==> config.mk <==
export PLATFORM = sky130hd
export DESIGN_NAME = bcd_display_scanner
export DESIGN_NICKNAME = d
export VERILOG_FILES = /design/src/rtl/bcd_display_scanner.sv
export SDC_FILE = /design/constraint.sdc
export NUM_CORES = 1
export LEC_CHECK = 0
export ABC_AREA = 1
export CAP_MARGIN = 20
export CORE_UTILIZATION = 52
export CTS_CLUSTER_DIAMETER = 40
export CTS_CLUSTER_SIZE = 40
export DETAILED_ROUTE_END_ITERATION = 8
export HOLD_SLACK_MARGIN = 0.06
export PLACE_DENSITY_LB_ADDON = 0.05
export SLEW_MARGIN = 20
export SYNTH_ARGS = -nofsm -noshare
export SYNTH_HDL_FRONTEND = slang
export SYNTH_SLANG_ARGS = --single-unit
==> constraint.sdc <==
create_clock -name clk -period 2.32 [get_ports clk]
set_clock_uncertainty 0.05 [all_clocks]
set_input_delay 0.696 -clock clk [delete_from_list [all_inputs] [get_ports clk]]
set_output_delay 0.696 -clock clk [all_outputs]
set_load 0.005 [all_outputs]
==> src/rtl/bcd_display_scanner.sv <==
// bcd_display_scanner: time-multiplexes a 4-digit BCD value onto one shared
//   7-segment decoder, driving one active-low anode per digit for PRESCALE cycles.
// Latency: outputs registered; a load becomes visible at the next frame boundary.
// Backpressure: none; load is accepted every cycle, and the last load before a
//   boundary wins.
//
// Ports:
//   clk        - single clock, rising edge
//   reset      - asynchronous, active-high
//   load       - capture value on this rising edge
//   value      - four BCD nibbles, [3:0] = digit 0 (rightmost)
//   pending    - a captured value is waiting for the next frame boundary
//   digit      - nibble for the currently enabled digit
//   anode      - active-low digit enables, exactly one bit low
//   frame_done - one-cycle pulse after each frame boundary edge
//
// Build option: define LEADING_ZERO_BLANK_EN to replace leading zero nibbles
//   (above the most significant nonzero nibble, never digit 0) with 4'hF.

module bcd_display_scanner #(
    parameter int PRESCALE = 50000
) (
    input  logic        clk,
    input  logic        reset,
    input  logic        load,
    input  logic [15:0] value,
    output logic        pending,
    output logic [3:0]  digit,
    output logic [3:0]  anode,
    output logic        frame_done
);

    localparam int CW = (PRESCALE > 1) ? $clog2(PRESCALE) : 1;
    localparam logic [CW-1:0] CNT_LAST = CW'(PRESCALE - 1);

    logic [CW-1:0] r_cnt;
    logic [1:0]    r_idx;
    logic [15:0]   r_disp;
    logic [15:0]   r_pend_val;
    logic          r_pending;
    logic [3:0]    r_digit;
    logic [3:0]    r_anode;
    logic          r_frame_done;

    logic          w_cnt_wrap;
    logic          w_boundary;
    logic [CW-1:0] w_cnt_nxt;
    logic [1:0]    w_idx_nxt;
    logic [15:0]   w_disp_nxt;
    logic [3:0]    w_nib_nxt;
    logic [3:0]    w_digit_nxt;
    logic [3:0]    w_anode_nxt;

    assign w_cnt_wrap = (r_cnt == CNT_LAST);
    assign w_boundary = w_cnt_wrap && (r_idx == 2'd3);
    assign w_cnt_nxt  = w_cnt_wrap ? '0 : r_cnt + CW'(1);
    assign w_idx_nxt  = w_cnt_wrap ? r_idx + 2'd1 : r_idx;

    // The display register only moves on a boundary, so a frame never mixes
    // two values. A load on the boundary itself is newer than anything
    // pending and goes straight to the display.
    always_comb begin
        w_disp_nxt = r_disp;
        if (w_boundary) begin
            if (load)
                w_disp_nxt = value;
            else if (r_pending)
                w_disp_nxt = r_pend_val;
        end
    end

    // Outputs are computed from next-state values so that the registered
    // digit/anode match the index in effect after the edge.
    always_comb begin
        case (w_idx_nxt)
            2'd0:    w_nib_nxt = w_disp_nxt[3:0];
            2'd1:    w_nib_nxt = w_disp_nxt[7:4];
            2'd2:    w_nib_nxt = w_disp_nxt[11:8];
            default: w_nib_nxt = w_disp_nxt[15:12];
        endcase
    end

    always_comb begin
        case (w_idx_nxt)
            2'd0:    w_anode_nxt = 4'b1110;
            2'd1:    w_anode_nxt = 4'b1101;
            2'd2:    w_anode_nxt = 4'b1011;
            default: w_anode_nxt = 4'b0111;
        endcase
    end

`ifdef LEADING_ZERO_BLANK_EN
    logic w_lead_zero;

    // A nibble is a leading zero when it and every nibble above it are zero.
    // Digit 0 is always shown so an all-zero value still displays "0".
    always_comb begin
        w_lead_zero = 1'b0;
        case (w_idx_nxt)
            2'd3:    w_lead_zero = (w_disp_nxt[15:12] == 4'h0);
            2'd2:    w_lead_zero = (w_disp_nxt[15:8]  == 8'h00);
            2'd1:    w_lead_zero = (w_disp_nxt[15:4]  == 12'h000);
            default: w_lead_zero = 1'b0;
        endcase
        w_digit_nxt = w_lead_zero ? 4'hF : w_nib_nxt;
    end
`else
    assign w_digit_nxt = w_nib_nxt;
`endif

    always_ff @(posedge clk or posedge reset) begin
        if (reset) begin
            r_cnt        <= '0;
            r_idx        <= 2'd0;
            r_disp       <= 16'h0000;
            r_pend_val   <= 16'h0000;
            r_pending    <= 1'b0;
            r_digit      <= 4'h0;
            r_anode      <= 4'b1110;
            r_frame_done <= 1'b0;
        end else begin
            r_cnt        <= w_cnt_nxt;
            r_idx        <= w_idx_nxt;
            r_disp       <= w_disp_nxt;
            r_digit      <= w_digit_nxt;
            r_anode      <= w_anode_nxt;
            r_frame_done <= w_boundary;
            if (w_boundary) begin
                r_pending <= 1'b0;
            end else if (load) begin
                r_pend_val <= value;
                r_pending  <= 1'b1;
            end
        end
    end

    assign pending    = r_pending;
    assign digit      = r_digit;
    assign anode      = r_anode;
    assign frame_done = r_frame_done;

endmodule
==> impl_metrics.env <==
export IMPL_status="completed"
export IMPL_fin_total_pwr_mw=2.41
export IMPL_tritoncts="yes"
export IMPL_rsz0062_at_grt="false"
export IMPL_rr_endpoint="digit[2]"
export IMPL_critPathMaxStageDelay_ns=0.46
export IMPL_whs_path_depth=1
export IMPL_ios=29
export IMPL_setup_viol=0
export IMPL_synth_cells=381
export IMPL_ys_seq_area_share_pct=48.4
export IMPL_gr_usage_met3_pct=4.23
export IMPL_gr_total_overflow=0
export IMPL_drc=0
export IMPL_max_cap_violations=0
export IMPL_io_buffers=28
export IMPL_drtAntennaViolNets=0
export IMPL_path_cells="clkdlybuf4s50_1, nor2_1, nand2_1, nand3_1, nand4_1, nand2_1, nor2_1, nor2_1, nand3_1"
export IMPL_yosys_area_top_type="dfrtp_1"
export IMPL_crit_type="primary input to flop"
export IMPL_dieArea_um2=6300
export IMPL_cp_required_ns=2.49
export IMPL_p_leak_nw=1.88
export IMPL_post_cts_buffers=0
export IMPL_setup_tns_ns=0
export IMPL_mostFrequentLayoutCells="nand2_1 (91), inv_1 (58), dfrtp_1 (57)"
export IMPL_core_um2=5640
export IMPL_cts_htree_levels=3
export IMPL_worstMarginPinSlew_ns=0.429
export IMPL_vias_per_cell=5.05
export IMPL_finalHoldViolCount=0
export IMPL_final_common_cell="nand2_1"
export IMPL_synth_distinct_cells=29
export IMPL_post_cts_resized=0
export IMPL_antenna_found_initial=0
export IMPL_layout_drive_gt1_share_pct=14.9
export IMPL_relSlewSlack_pct=71.3
export IMPL_min_path_type="flop to flop"
export IMPL_fin_crit_sh_pct=92.3
export IMPL_fin_util_pct=67.8
export IMPL_top_usage_layer="met2"
export IMPL_grt_pass1_wl_um=11500
export IMPL_worst_setup_path_start_kind="primary input"
export IMPL_yosysWarnings=0
export IMPL_reg2reg_depth=10
export IMPL_reg2reg_setup_slack_ns=0.35
export IMPL_antenna_cells=0
export IMPL_ir_worst_vdd_uv=395
export IMPL_post_place_cells=491
export IMPL_fmax_mhz=467
export IMPL_dr_pass1_iters=4
export IMPL_cts_root_buf="clkbuf_8"
export IMPL_track_usage_pct=24.4
export IMPL_gp_congestion=0.846
export IMPL_first_global_vias=2461
export IMPL_swShare_pct=20.7
export IMPL_fp_dieW_um=79.4
export IMPL_num_rows=27
export IMPL_vias=2562
export IMPL_arrival_ns=2.31
export IMPL_use_met1_pct=33.3
export IMPL_cp_common_cell="nor2_1"
export IMPL_initial_core_util_pct=55.2
export IMPL_worstHoldEndpoint="r_cnt[0]"
export IMPL_pwr_share_seq_pct=45.0
export IMPL_layout_nets=451
export IMPL_crit_slowest_cell="clkdlybuf4s50_1"
export IMPL_cts_hold_fix_buffers=0
export IMPL_clockPowerShare_pct=49.1
export IMPL_syn_area_per_cell_um2=8.17
export IMPL_synth_top_area_share_pct=45.8
export IMPL_synth_area_top_cells="dfrtp_1 (46%), nand2_1 (11%), inv_1 (7.1%), nand3_1 (5.1%), nor2_1 (4.9%)"
export IMPL_combinationalPowerShare_pct=5.8
export IMPL_syn2layout_area_growth_pct=22.8
export IMPL_cts_sinks=60
export IMPL_clock_path_buffers=2
export IMPL_min_from="r_cnt[0]"
export IMPL_cts_buffers=9
export IMPL_min_period_ns=2.14
export IMPL_crit_path_end_kind="flop"
export IMPL_slew_violations=0
export IMPL_final_cells=507
export IMPL_p_sw_mw=0.498
export IMPL_die_h_um=79.4
export IMPL_drt_iter0_drc=259
export IMPL_avgRoutedWirePerCell_um=13.5
export IMPL_regToRegStartpoint="r_cnt[0]"
export IMPL_wl_um=6840
export IMPL_clkLatencyLatePin_ns=0.34
export IMPL_ys_seq_elements=60
export IMPL_synth_area_um2=3110
export IMPL_power_density_nw_per_um2=631
export IMPL_path_clk_slew_ns=0.07
export IMPL_synth_nets=402
export IMPL_hpwl_um=4820
export IMPL_crit_path_max_fanout=6
export IMPL_grt_max_degree=61
export IMPL_intPower_mw=1.91
export IMPL_groute_layer_met2_usage_pct=37.8
-- layout make-up --
type / instances / area [um2]
well taps: 72 / 90.1
clock inverters: 4 / 95.1
flip-flops and latches: 60 / 1510
repair buffers: 43 / 405
multi-input cells: 252 / 1330
clock buffers: 12 / 155
fillers: 465 / 1820
inverters: 64 / 240
-- per-layer routing --
| metal | part of all wire (%) | wire length [um] |
|---|---|---|
| met4 | 2.0 | 138 |
| met5 | 0 | 0 |
| met1 | 48 | 3300 |
| met3 | 5.1 | 347 |
| met2 | 45 | 3060 |
-- Yosys cell counts --
library cell / n
o21ai_0: 7
buf_6: 2
dfstp_2: 3
a21oi_1: 4
nand3_2: 2
nor2_1: 41
o22ai_1: 7
nand4_1: 9
nor3_1: 5
nand2_2: 9
ha_1: 2
buf_2: 1
dfrtp_1: 57
mux2_2: 1
nor2_2: 3
a31o_2: 1
clkbuf_1: 2
nand2_4: 2
nor2_4: 8
and2_1: 7
mux2_1: 10
nor4_1: 2
xnor2_1: 1
inv_2: 5
xor2_1: 7
inv_1: 59
o21ai_1: 1
nand2_1: 91
nand3_1: 32
-- worst max-delay path by stage --
stage	startpoint	end	slack (ns)	cells after the start
detailed placement	load	digit[2]	-0.11	9
global placement	load	digit[2]	-0.09	9
finish	load	digit[2]	0.18	9
global route	load	digit[2]	0.07	9
CTS	load	digit[2]	0.19	9
floorplan	reset	anode[0]	0.09	1
-- kinds of logic (layout without fill, tap and decap cells) --
kind of cell	after synthesis	count (layout)	synth area share [%]
compound gates	20	20	3.62
xor+xnor	8	8	2.25
fa+ha+maj	2	2	0.804
buf+inv	69	123	8.84
flops	60	60	48.4
mux	11	11	3.98
simple gates	211	211	32.2
-- registers in the layout, summed over array words and instances, names as in the netlist --
| name | cells |
|---|---|
| r_disp | 16 |
| r_cnt | 16 |
| r_pend_val | 16 |
| frame_done | 1 |
| digit | 4 |
| pending | 1 |
| r_idx | 2 |
| anode | 4 |
-- power groups by stage --
stage               combinational [mW]  sequential (mW)  clock (mW)
floorplan                       0.0789             1.10           0
global placement                 0.140             1.10           0
detailed placement               0.142             1.11           0
CTS                              0.143             1.09        1.19
global route                     0.159             1.09        1.24
finish                           0.141             1.09        1.19
-- per-stage QoR --
| stage | hold WS [ns] | cell area, um2 | worst slack, ns |
|---|---|---|---|
| after global routing | 0.455 | 3820 | 0.0670 |
| after detailed placement | 0.402 | 3570 | -0.110 |
| after global placement | 0.399 | 3570 | -0.0865 |
| after floorplan | 0.383 | 3110 | 0.0943 |
| after CTS | 0.424 | 3820 | 0.193 |
| final | 0.423 | 3820 | 0.180 |
-- critical path: cells and delay by family --
| kind | cells | cell delay (ns) |
|---|---|---|
| and+or+nand+nor | 8 | 1.14 |
| buffers and inverters | 1 | 0.46 |
(Power assumes the default switching activity.)
